$ cat config.mk
export PLATFORM = sky130hd
export DESIGN_NAME = fifo_ctrl
export DESIGN_NICKNAME = d
export VERILOG_FILES = /design/src/rtl/fifo_ctrl.sv
export SDC_FILE = /design/constraint.sdc
export NUM_CORES = 1
export LEC_CHECK = 0
export BUFFER_PORTS_ARGS = -buffer_cell sky130_fd_sc_hd__buf_2
export CAP_MARGIN = 20
export CORE_AREA = 2 2 39 41
export CTS_CLUSTER_SIZE = 12
export DETAILED_ROUTE_END_ITERATION = 6
export DIE_AREA = 0 0 41 43
export MAX_ROUTING_LAYER = met4
export PLACE_DENSITY = 0.68
export REMOVE_ABC_BUFFERS = 1
export SLEW_MARGIN = 20
export SYNTH_ARGS = -nofsm -noshare
export SYNTH_HDL_FRONTEND = slang
export SYNTH_SLANG_ARGS = --single-unit
$ cat constraint.sdc
create_clock -name clk -period 2.6 [get_ports clk]
set_clock_uncertainty 0.15 [all_clocks]
set_input_delay 0.13 -clock clk [delete_from_list [all_inputs] [get_ports clk]]
set_output_delay 0.13 -clock clk [all_outputs]
set_load 0.05 [all_outputs]
$ cat src/rtl/fifo_ctrl.sv
// rtl/fifo_ctrl.sv - FIFO read/write pointer controller with occupancy, status and sticky error flags
module fifo_ctrl #(
    parameter int W        = 2,
    parameter int AF_LEVEL = 3,
    parameter int AE_LEVEL = 1
) (
    input  logic         clk,
    input  logic         reset,
    input  logic         wr,
    input  logic         rd,
    input  logic         clear_err,
    output logic         wr_en,
    output logic [W-1:0] w_addr,
    output logic [W-1:0] r_addr,
    output logic         empty,
    output logic         full,
    output logic [W:0]   count,
    output logic         almost_full,
    output logic         almost_empty,
    output logic         overflow,
    output logic         underflow
);

    localparam logic [W:0] DEPTH  = {1'b1, {W{1'b0}}};
    localparam logic [W:0] AF_THR = AF_LEVEL[W:0];
    localparam logic [W:0] AE_THR = AE_LEVEL[W:0];

    logic       do_wr;
    logic       do_rd;
    logic [W:0] count_next;

    always_comb begin
        // A pop on a full FIFO frees the slot the simultaneous push lands in.
        do_wr      = wr & (~full | rd);
        do_rd      = rd & ~empty;
        wr_en      = do_wr;
        count_next = count;
        case ({do_wr, do_rd})
            2'b10:   count_next = count + (W+1)'(1);
            2'b01:   count_next = count - (W+1)'(1);
            default: count_next = count;
        endcase
    end

    always_ff @(posedge clk) begin
        if (reset) begin
            w_addr       <= '0;
            r_addr       <= '0;
            count        <= '0;
            empty        <= 1'b1;
            full         <= 1'b0;
            almost_full  <= (AF_LEVEL == 0);
            almost_empty <= 1'b1;
            overflow     <= 1'b0;
            underflow    <= 1'b0;
        end else begin
            if (do_wr) w_addr <= w_addr + W'(1);
            if (do_rd) r_addr <= r_addr + W'(1);
            count        <= count_next;
            empty        <= (count_next == '0);
            full         <= (count_next == DEPTH);
            almost_full  <= (count_next >= AF_THR);
            almost_empty <= (count_next <= AE_THR);
            // A new error event in the same cycle as clear_err keeps the flag set.
            overflow     <= (overflow & ~clear_err) | (wr & full & ~rd);
            underflow    <= (underflow & ~clear_err) | (rd & empty);
        end
    end

endmodule

==> impl_results.rst <==
.. list-table::
   :header-rows: 1

   * - Metric
     - Value
   * - Outcome
     - complete, no violations
   * - Regs by FF count
     - count x3, r_addr x2, w_addr x2
   * - Number of cells in the design after placement
     - 90
   * - Met1 demand-to-capacity share in global routing
     - 17.4%
   * - Count of unique library cells instantiated by Yosys
     - 23
   * - Port buffer count
     - 18
   * - DRC violation total after the first TritonRoute iteration
     - 6
   * - Highest net fanout along the worst path
     - 5
   * - Area leader, netlist
     - sky130_fd_sc_hd__dfxtp_1
   * - Root Driver
     - sky130_fd_sc_hd__clkbuf_4
   * - CP Data Arrival Time
     - 2.33 ns
   * - Layout Nets
     - 89
   * - Initial cell density of the core
     - 39.4%
   * - Setup tns final
     - 0 ns
   * - CP max stage delay
     - 0.52 ns
   * - Leading post-synthesis cells by cell area
     - sky130_fd_sc_hd__dfxtp_1, sky130_fd_sc_hd__a21oi_1, sky130_fd_sc_hd__nor2b_1
   * - Peak supply drop
     - 0.645 mV
   * - Final hold violations
     - 0
   * - Share of total power in combinational logic
     - 49.2%
   * - Max clock buf depth
     - 2
   * - Vias after detailed routing
     - 467
   * - Crit-path cells
     - dlygate4sd3_1, buf_2, nand2_1, ha_1, fa_1, xnor2_1, o21ai_0, o311a_2
   * - Initial antenna violation count
     - 0
   * - Highest-delay cell along the critical path
     - sky130_fd_sc_hd__dlygate4sd3_1
   * - Overflow left after global routing
     - 0
   * - I/O pins
     - 19
   * - Top cells by instance count after synthesis
     - sky130_fd_sc_hd__dfxtp_1, sky130_fd_sc_hd__nor2_1, sky130_fd_sc_hd__a21oi_1
   * - Power share of the clock group
     - 15.0%
   * - Largest net degree at the start of global routing
     - 14
   * - Number of cells traversed by the worst register-to-register path
     - 7
   * - Met3 Use GR
     - 3.14%
   * - CTS H-tree lvls
     - 1
   * - CTS tree
     - built
   * - Total die area
     - 1760 µm²
   * - Weighted congestion at the end of routability-driven global placement
     - 0.709
   * - Worst setup path category
     - input port to register
   * - Residual antenna-violating net count after detailed routing
     - 0
   * - Transition time of the tightest slew-check pin
     - 0.521 ns
   * - HPWL reported at the end of detailed placement
     - 731 µm
   * - Share of the clock period used by the worst path
     - 87.1%
   * - Register with the most flip-flops
     - count
   * - Max-cap violation count
     - 0
   * - Final min period
     - 2.26 ns
   * - Count of antenna diodes in the layout
     - 0
   * - Syn avg cell area
     - 9.57 µm²
   * - Number of buffer and inverter instances along the worst setup path
     - 2
   * - Startpoint of the most critical hold path
     - reset
   * - Startpoint type of the worst setup path
     - input port
   * - Placement Rows
     - 14
   * - Height of the chip
     - 43 µm
   * - Internal Dissipation
     - 0.429 mW
   * - Post-CTS Setup Repair Bufs
     - 0
   * - Clock transition at the registers of the reported paths
     - 0.08 ns
   * - Worst Hold End
     - r_addr[0]
   * - Cell area after synthesis
     - 546 µm²
   * - Core outline area
     - 1380 µm²
   * - Non-Filler Instances
     - 97
   * - Drc violations
     - 0
   * - Required time reported for the critical path endpoint
     - 2.66 ns
   * - Switching portion of total power
     - 46.7%
   * - Grt peak-use layer
     - met2
   * - Finish-stage setup viols
     - 0
   * - Number of cells on the worst hold path
     - 2
   * - R2r startpoint
     - full
   * - Sequential Power Share
     - 35.8%
   * - Share of the synthesized area in the top cell type
     - 47.7%
   * - Total count of max-transition violations in the final report
     - 0
   * - Total clock buffers created by CTS
     - 3
   * - Met2 capacity usage during global routing
     - 19.1%
   * - Drt wl/cell
     - 10.2 µm
   * - Post-route standard cell area excluding fillers
     - 708 µm²
   * - Unrepaired setup endpoints after global routing
     - false
   * - Global-route wire length before repair
     - 1600 µm
   * - Share of the yosys chip area belonging to registers
     - 47.7%
   * - Placed Instance Area
     - 652 µm²
   * - Flip-flop count of the largest register after layout
     - 3
   * - GRT Util Overall
     - 14.0%
   * - Power spent charging and discharging nets
     - 0.375 mW
   * - Yosys Warn Count
     - 0
   * - Ratio of cells with drive above 1 in the final layout
     - 28.4%
   * - Clock Latency Late Sink
     - 0.27 ns
   * - Count of mapped cells out of synthesis
     - 57
   * - Number of global-route vias before repair
     - 387
   * - Endpoint kind of the worst setup timing path
     - register
   * - Main synth FF type
     - sky130_fd_sc_hd__dfxtp_1
   * - Static Leakage
     - 0.341 nW
   * - Final wirelength
     - 989 µm
   * - Ys async rst share
     - 0%
   * - Hold WC Path Type
     - input port to register
   * - Relative slew margins
     - 64.9%
   * - Total power divided by cell area
     - 1140 nW/µm²
   * - Kind of cell adding the most delay to the critical path
     - compound AO/OA/AOI/OAI gates
   * - Register-to-register setup slack
     - 0.44 ns
   * - Number of sinks on the clock net
     - 13
   * - R2R Path End
     - empty
   * - Via-per-instance ratio
     - 4.81
   * - Number of iterations in the first detailed-routing pass
     - 4
   * - Top-count cell post-synth
     - sky130_fd_sc_hd__dfxtp_1
   * - Number of enable flip-flop cells after synthesis
     - 0
   * - Highest attainable clock frequency
     - 0.442 GHz
   * - Layout area overhead
     - 29.8%
   * - Die Wd
     - 41 µm
   * - Count of state elements after synthesis
     - 13
per-layer routing:
layer	part of all wire, %	vias to the layer above	routed length [µm]
li1	-	244	-
met1	46	205	459
met2	45	16	445
met3	8.1	2	80
met4	0.40	0	4
met5	0	-	0
worst max-delay path by stage:
stage,startpoint,endpoint,slack (ns),depth (start not counted)
2_1_floorplan,empty,empty,0.24,6
3_3_place_gp,full,empty,0.51,7
3_5_place_dp,full,empty,0.46,7
4_1_cts,wr,empty,0.34,8
5_1_grt,wr,empty,0.17,8
6_report,wr,empty,0.34,8
area by class of cell:
type	instances	area [µm²]
sequential	13	260
tap	16	20.0
multi-input combinational	40	270
inverter	3	11.3
timing repair buffer	21	120
clock buffer	4	26.3
fill	129	676
power groups by stage:
| stage | combinational (mW) | clock [mW] | sequential, mW |
|---|---|---|---|
| 5_1_grt | 0.431 | 0.138 | 0.298 |
| 4_1_cts | 0.398 | 0.129 | 0.289 |
| 6_report | 0.396 | 0.121 | 0.288 |
| 3_5_place_dp | 0.390 | 0 | 0.294 |
| 3_3_place_gp | 0.389 | 0 | 0.294 |
| 2_1_floorplan | 0.138 | 0 | 0.465 |
logic make-up after synthesis:
family,count (synthesis),share of synthesized area (%)
AND/OR/NAND/NOR,23,23.6
XOR/XNOR,4,6.42
AO/OA/AOI/OAI,10,11.7
multiplexers,1,1.83
adder cells (fa/ha/maj),2,5.96
flip-flops,13,47.7
buffers and inverters,4,2.75
per-stage QoR:
stage / total power, mW / setup slack, ns / hold slack [ns] / utilization (%)
2_1_floorplan: 0.602 / 0.237 / 0.0491 / -
3_5_place_dp: 0.684 / 0.461 / 0.270 / 47.1
5_1_grt: 0.868 / 0.166 / 0.0328 / 51.2
4_1_cts: 0.817 / 0.343 / 0.0151 / 51.2
3_3_place_gp: 0.683 / 0.509 / 0.263 / 47.1
6_report: 0.804 / 0.336 / 0.0228 / 51.2
cells in the final DEF, fill, tap and decap left out, types with 2 or more instances in the layout:
cell type / count
sky130_fd_sc_hd__a21oi_1: 5
sky130_fd_sc_hd__buf_2: 18
sky130_fd_sc_hd__clkbuf_4: 3
sky130_fd_sc_hd__dfxtp_1: 13
sky130_fd_sc_hd__dlygate4sd3_1: 3
sky130_fd_sc_hd__inv_1: 3
sky130_fd_sc_hd__nand2_1: 3
sky130_fd_sc_hd__nand2b_1: 2
sky130_fd_sc_hd__nand3_1: 2
sky130_fd_sc_hd__nor2_1: 6
sky130_fd_sc_hd__nor2b_1: 4
sky130_fd_sc_hd__nor3b_1: 2
sky130_fd_sc_hd__o21ai_0: 2
sky130_fd_sc_hd__xnor2_1: 2
sky130_fd_sc_hd__xor2_1: 2
timing repair:
action	CTS	global route
hold buffers	3	0
resized for setup	0	0
endpoints found under the setup margin	0	0
hold endpoints to repair	2	0
(Power assumes the default switching activity.)
